[config.mk]
export PLATFORM = sky130hd
export DESIGN_NAME = lap_controller
export DESIGN_NICKNAME = d
export VERILOG_FILES = /design/src/rtl/lap_controller.sv
export SDC_FILE = /design/constraint.sdc
export NUM_CORES = 1
export LEC_CHECK = 0
export ABC_AREA = 1
export CORE_MARGIN = 3
export CORE_UTILIZATION = 50
export CTS_CLUSTER_DIAMETER = 30
export DETAILED_ROUTE_END_ITERATION = 12
export PLACE_DENSITY = 0.81
export SYNTH_ARGS = -nofsm -noshare
export SYNTH_HDL_FRONTEND = slang
export SYNTH_SLANG_ARGS = --single-unit
[constraint.sdc]
create_clock -name i_clk -period 2 [get_ports i_clk]
set_clock_uncertainty 0.2 [all_clocks]
set_input_delay 0.4 -clock i_clk [delete_from_list [all_inputs] [get_ports i_clk]]
set_output_delay 0.4 -clock i_clk [all_outputs]
set_load 0.05 [all_outputs]
[src/rtl/lap_controller.sv]
// Stopwatch front-panel controller: debounces three buttons, sequences the stopwatch
// through clear/idle/run/pause and records lap times into a small buffer.
module lap_controller #(
  parameter int SECONDS_WIDTH   = 8,
  parameter int DEBOUNCE_CYCLES = 1000000,
  parameter int LAP_DEPTH       = 4
) (
  input  logic                       i_clk,
  input  logic                       i_sync_reset,
  input  logic                       i_btn_start_stop,
  input  logic                       i_btn_lap,
  input  logic                       i_btn_clear,
  input  logic [SECONDS_WIDTH-1:0]   i_seconds_in,
  output logic                       o_start,
  output logic                       o_continue_pause,
  output logic                       o_sw_reset_n,
  output logic                       o_running,
  input  logic [$clog2(LAP_DEPTH)-1:0] i_lap_sel,
  output logic [SECONDS_WIDTH-1:0]   o_lap_value,
  output logic [$clog2(LAP_DEPTH):0] o_lap_count,
  output logic                       o_lap_full
);

  localparam int SEL_W = $clog2(LAP_DEPTH);
  localparam int CNT_W = $clog2(DEBOUNCE_CYCLES + 1);
  localparam logic [CNT_W-1:0] CNT_MAX = CNT_W'(DEBOUNCE_CYCLES - 1);
  localparam logic [SEL_W:0] LAP_FULL_CNT = (SEL_W + 1)'(LAP_DEPTH);

  typedef enum logic [1:0] {StClearing, StIdle, StRunning, StPaused} state_t;

  // Button bit order: [0] start_stop, [1] lap, [2] clear
  logic [2:0]       w_btn;
  logic [2:0]       r_sync1, r_sync2, r_level, r_level_q, r_press;
  logic [CNT_W-1:0] r_cnt [3];

  logic                     w_ss_evt, w_lap_evt, w_clr_evt;
  state_t                   r_state;
  logic                     r_clr_cnt;
  logic                     r_start, r_continue_pause, r_sw_reset_n, r_running;
  logic [SEL_W:0]           r_lap_count;
  logic                     r_lap_full;
  logic [SECONDS_WIDTH-1:0] r_lap [LAP_DEPTH];

  assign w_btn = {i_btn_clear, i_btn_lap, i_btn_start_stop};

  // Counter runs only while the synchronized input disagrees with the debounced
  // level; any return to agreement (i.e. a bounce) restarts it.
  always_ff @(posedge i_clk) begin
    if (i_sync_reset) begin
      r_sync1   <= '0;
      r_sync2   <= '0;
      r_level   <= '0;
      r_level_q <= '0;
      r_press   <= '0;
      for (int i = 0; i < 3; i++) r_cnt[i] <= '0;
    end else begin
      r_sync1   <= w_btn;
      r_sync2   <= r_sync1;
      r_level_q <= r_level;
      r_press   <= r_level & ~r_level_q;
      for (int i = 0; i < 3; i++) begin
        if (r_sync2[i] == r_level[i]) begin
          r_cnt[i] <= '0;
        end else if (r_cnt[i] == CNT_MAX) begin
          r_level[i] <= r_sync2[i];
          r_cnt[i]   <= '0;
        end else begin
          r_cnt[i] <= r_cnt[i] + 1'b1;
        end
      end
    end
  end

  assign w_ss_evt  = r_press[0];
  assign w_lap_evt = r_press[1];
  assign w_clr_evt = r_press[2];

  always_ff @(posedge i_clk) begin
    if (i_sync_reset) begin
      r_state          <= StClearing;
      r_clr_cnt        <= 1'b0;
      r_start          <= 1'b0;
      r_continue_pause <= 1'b0;
      r_sw_reset_n     <= 1'b0;
      r_running        <= 1'b0;
      r_lap_count      <= '0;
      r_lap_full       <= 1'b0;
      for (int i = 0; i < LAP_DEPTH; i++) r_lap[i] <= '0;
    end else begin
      r_start          <= 1'b0;
      r_continue_pause <= 1'b0;
      unique case (r_state)
        StClearing: begin
          if (r_clr_cnt) begin
            r_state      <= StIdle;
            r_sw_reset_n <= 1'b1;
          end
          r_clr_cnt <= 1'b1;
        end
        StIdle: begin
          if (w_clr_evt) begin
            r_state      <= StClearing;
            r_clr_cnt    <= 1'b0;
            r_sw_reset_n <= 1'b0;
            r_lap_count  <= '0;
            r_lap_full   <= 1'b0;
            for (int i = 0; i < LAP_DEPTH; i++) r_lap[i] <= '0;
          end else if (w_ss_evt) begin
            r_state   <= StRunning;
            r_start   <= 1'b1;
            r_running <= 1'b1;
          end
        end
        StRunning: begin
          if (w_ss_evt) begin
            r_state          <= StPaused;
            r_continue_pause <= 1'b1;
            r_running        <= 1'b0;
          end
          if (w_lap_evt) begin
            if (r_lap_count == LAP_FULL_CNT) begin
              r_lap_full <= 1'b1;
            end else begin
              r_lap[r_lap_count[SEL_W-1:0]] <= i_seconds_in;
              r_lap_count <= r_lap_count + 1'b1;
            end
          end
        end
        StPaused: begin
          // Clear takes priority over a simultaneous start_stop
          if (w_clr_evt) begin
            r_state      <= StClearing;
            r_clr_cnt    <= 1'b0;
            r_sw_reset_n <= 1'b0;
            r_lap_count  <= '0;
            r_lap_full   <= 1'b0;
            for (int i = 0; i < LAP_DEPTH; i++) r_lap[i] <= '0;
          end else if (w_ss_evt) begin
            r_state          <= StRunning;
            r_continue_pause <= 1'b1;
            r_running        <= 1'b1;
          end
        end
        default: r_state <= StClearing;
      endcase
    end
  end

  always_comb begin
    o_lap_value = '0;
    if ({1'b0, i_lap_sel} < r_lap_count) o_lap_value = r_lap[i_lap_sel];
  end

  assign o_start          = r_start;
  assign o_continue_pause = r_continue_pause;
  assign o_sw_reset_n     = r_sw_reset_n;
  assign o_running        = r_running;
  assign o_lap_count      = r_lap_count;
  assign o_lap_full       = r_lap_full;

endmodule

==> impl_metrics.yaml <==
grt:
  antenna_found_initial: 0
  grt_pass1_wl_microns: 22000
  grt_max_degree: 19
  top_usage_layer: "met2"
  grt.met3_usage_pct: 3.99
  grtUsageMet1_pct: 24.3
  grt_pass1_vias: 4977
  overflow: 0
  grt_usage_pct: 19.6
  use_met2_pct: 32.5
timing:
  setup_tns_ns: -6.29
  fin_ws_ns: -0.262
  fmax_mhz: 442
  fin_crit_sh_pct: 113
  rsz0062_at_grt: "yes"
  finalHoldViolCount: 0
  setup_viol: 71
  drv_slew: 0
  min_period_ns: 2.26
clock_network:
  cts_buffers: 17
  clock_sink_count: 118
  clk_pin_slew_ns: 0.05
  clk_path_buf_depth: 2
  insertion_delay_ns: 0.42
  clockRootBuffer: "clkbuf_16"
  cts_tree: "built"
  htreeDepth: 4
  cts_hold_buffers: 0
finish:
  final_cell_mix: "nor2_1 (186), nand2_1 (145), edfxtp_1 (92), inv_1 (75), conb_1 (60)"
  layout.nets: 911
  finalNonFillerCells: 1071
  antenna_cells: 0
  final_common_cell: "nor2_1"
  final_core_util_pct: 67.1
  drive_above_1_share_pct: 17.4
  area_growth_syn_to_layout_pct: 30.0
setup_path:
  r2r-start: "o_lap_count[1]"
  critPathKind: "reg -> out"
  required_ns: 1.40
  crit_path_end: "o_lap_value[3]"
  worstSetupStartpoint: "o_lap_count[1]"
  reg2reg_to: "r_lap[2][2]"
  worstPathArrival_ns: 1.66
  cp-start-kind: "flop"
  reg2reg_depth: 9
  cp_max_fo: 8
  r2r_setup_slack_ns: -0.14
  worstSetupEndpointType: "primary output"
floorplanning:
  core_sq_um: 12200
  die_h_microns: 118
  io_pins: 31
  die_w_microns: 118
  die_area_sq_um: 13900
  row_count: 40
  start_util_pct: 51.6
pwr:
  power.internal_w: 0.00497
  power.share.sequential_pct: 43.8
  p_total_w: 0.00639
  power.density_nw_per_um2: 783
  pwr-share-clk_pct: 49.7
  swShare_pct: 22.3
  ir_worst_vdd_mv: 0.491
  leakagePower_nw: 3.19
  p_switching_w: 0.00143
  comb_power_share_pct: 6.5
yosys:
  ys_seq_elements: 118
  yosys_warnings: 0
  synth_cell_types: 38
  synth_cells: 754
  syn_area_sq_um: 6280
  ys_seq_area_share_pct: 52.3
  async_reset_ff_share_pct: 0
  synth-main-ff-cell: "edfxtp_1"
  synth_edf_count: 92
  synth_area_per_cell_sq_um: 8.33
place:
  dp_hpwl_microns: 9330
  gp_congestion: 0.882
  numPortBuffers: 30
  post-place-cells: 1034
min_path:
  hp-class: "reg -> reg"
detailed_routing:
  wl_per_cell_microns: 12.4
  drt-initial-drc-count: 361
  drt_wl_total_microns: 13300
  drc_errors: 0
  first_pass_iters: 5
  vias: 5238
  via_per_inst: 4.89
  detail-route-antenna-nets: 0
status:
  violations: "negative setup slack"
  status: "complete, but fails checks"
flow_run:
  cap_violations: 0
==> cell usage after synthesis, types with 7 or more instances <==
cell type	number	area, sq um
inv_1	77	289
nand3_1	41	205
a21oi_2	12	105
nand2_1	149	559
xnor2_1	10	87.6
nand4_1	12	75.1
xor2_1	14	123
o21ai_0	26	130
edfxtp_1	92	2760
nor2_1	194	728
dfxtp_1	26	521
nand3_2	7	70.1
a21oi_1	31	155
==> per-layer routing <==
metal / vias to the layer above / part of all wire (%)
li1: 2689 / -
met1: 2373 / 44
met2: 146 / 49
met3: 30 / 4.4
met4: 0 / 2.5
met5: - / 0
==> through the flow <==
step	cell area [sq um]	hold slack, ns	setup slack (ns)
6_report	8160	0.190	-0.262
2_1_floorplan	6650	0.173	-0.0599
4_1_cts	8050	0.193	-0.271
5_1_grt	8160	0.201	-0.315
3_3_place_gp	7350	0.180	-0.416
3_5_place_dp	7350	0.185	-0.489
==> layout make-up <==
type	instances	area [sq um]
fill	954	4000
sequential	118	3290
multi-input combinational	603	3060
timing repair buffer	68	671
clock buffer	20	437
inverter	82	315
tap	168	210
clock inverter	12	179
==> registers in the layout, summed over array words and instances, names as in the netlist, 3 cells and up, named ones only <==
name         cells
r_level_q        3
r_sync1          3
r_press          3
r_sync2          3
o_lap_count      3
r_level          3
r_lap           32
r_cnt           60
==> repair_timing <==
item / in CTS / in global routing
gates cloned: 1 / 0
endpoints found under the setup margin: 8 / 91
buffers inserted: 1 / 3
pin swaps: 2 / 5
resized for setup: 27 / 23
==> critical path, cell delays in order, from the launching register on <==
cell and delay, ns:
dfxtp_4 0.36, inv_4 0.04, ha_4 0.26, o21ai_4 0.05, a21oi_4 0.14, buf_12 0.18
a21oi_4 0.05, buf_6 0.16
==> power by group through the flow <==
stage	registers (W)	clock network [W]	logic [W]
floorplan	0.00283	0	0.000258
CTS	0.00280	0.00321	0.000410
finish	0.00280	0.00318	0.000419
global placement	0.00284	0	0.000378
detailed placement	0.00285	0	0.000388
global route	0.00281	0.00332	0.000464
==> cells by family (layout without fill, tap and decap cells) <==
logic type,after synthesis,count (layout),synth area share (%)
other cells,1,60,0.0597
compound gates,78,78,7.33
simple gates,435,435,29.8
buf+inv,92,182,5.98
flops,118,118,52.3
xor+xnor,24,24,3.35
fa+ha+maj,6,6,1.20
==> worst min-delay path by stage <==
stage / start / cells past startpoint / to
after floorplan: r_level_q[2] / 1 / r_press[2]
after global placement: r_level_q[2] / 1 / r_press[2]
after detailed placement: r_level_q[2] / 1 / r_press[2]
after CTS: r_level_q[2] / 1 / r_press[2]
after global routing: r_level_q[2] / 1 / r_press[2]
final: r_level_q[2] / 1 / r_press[2]
Power figures use the tool's default switching activity.
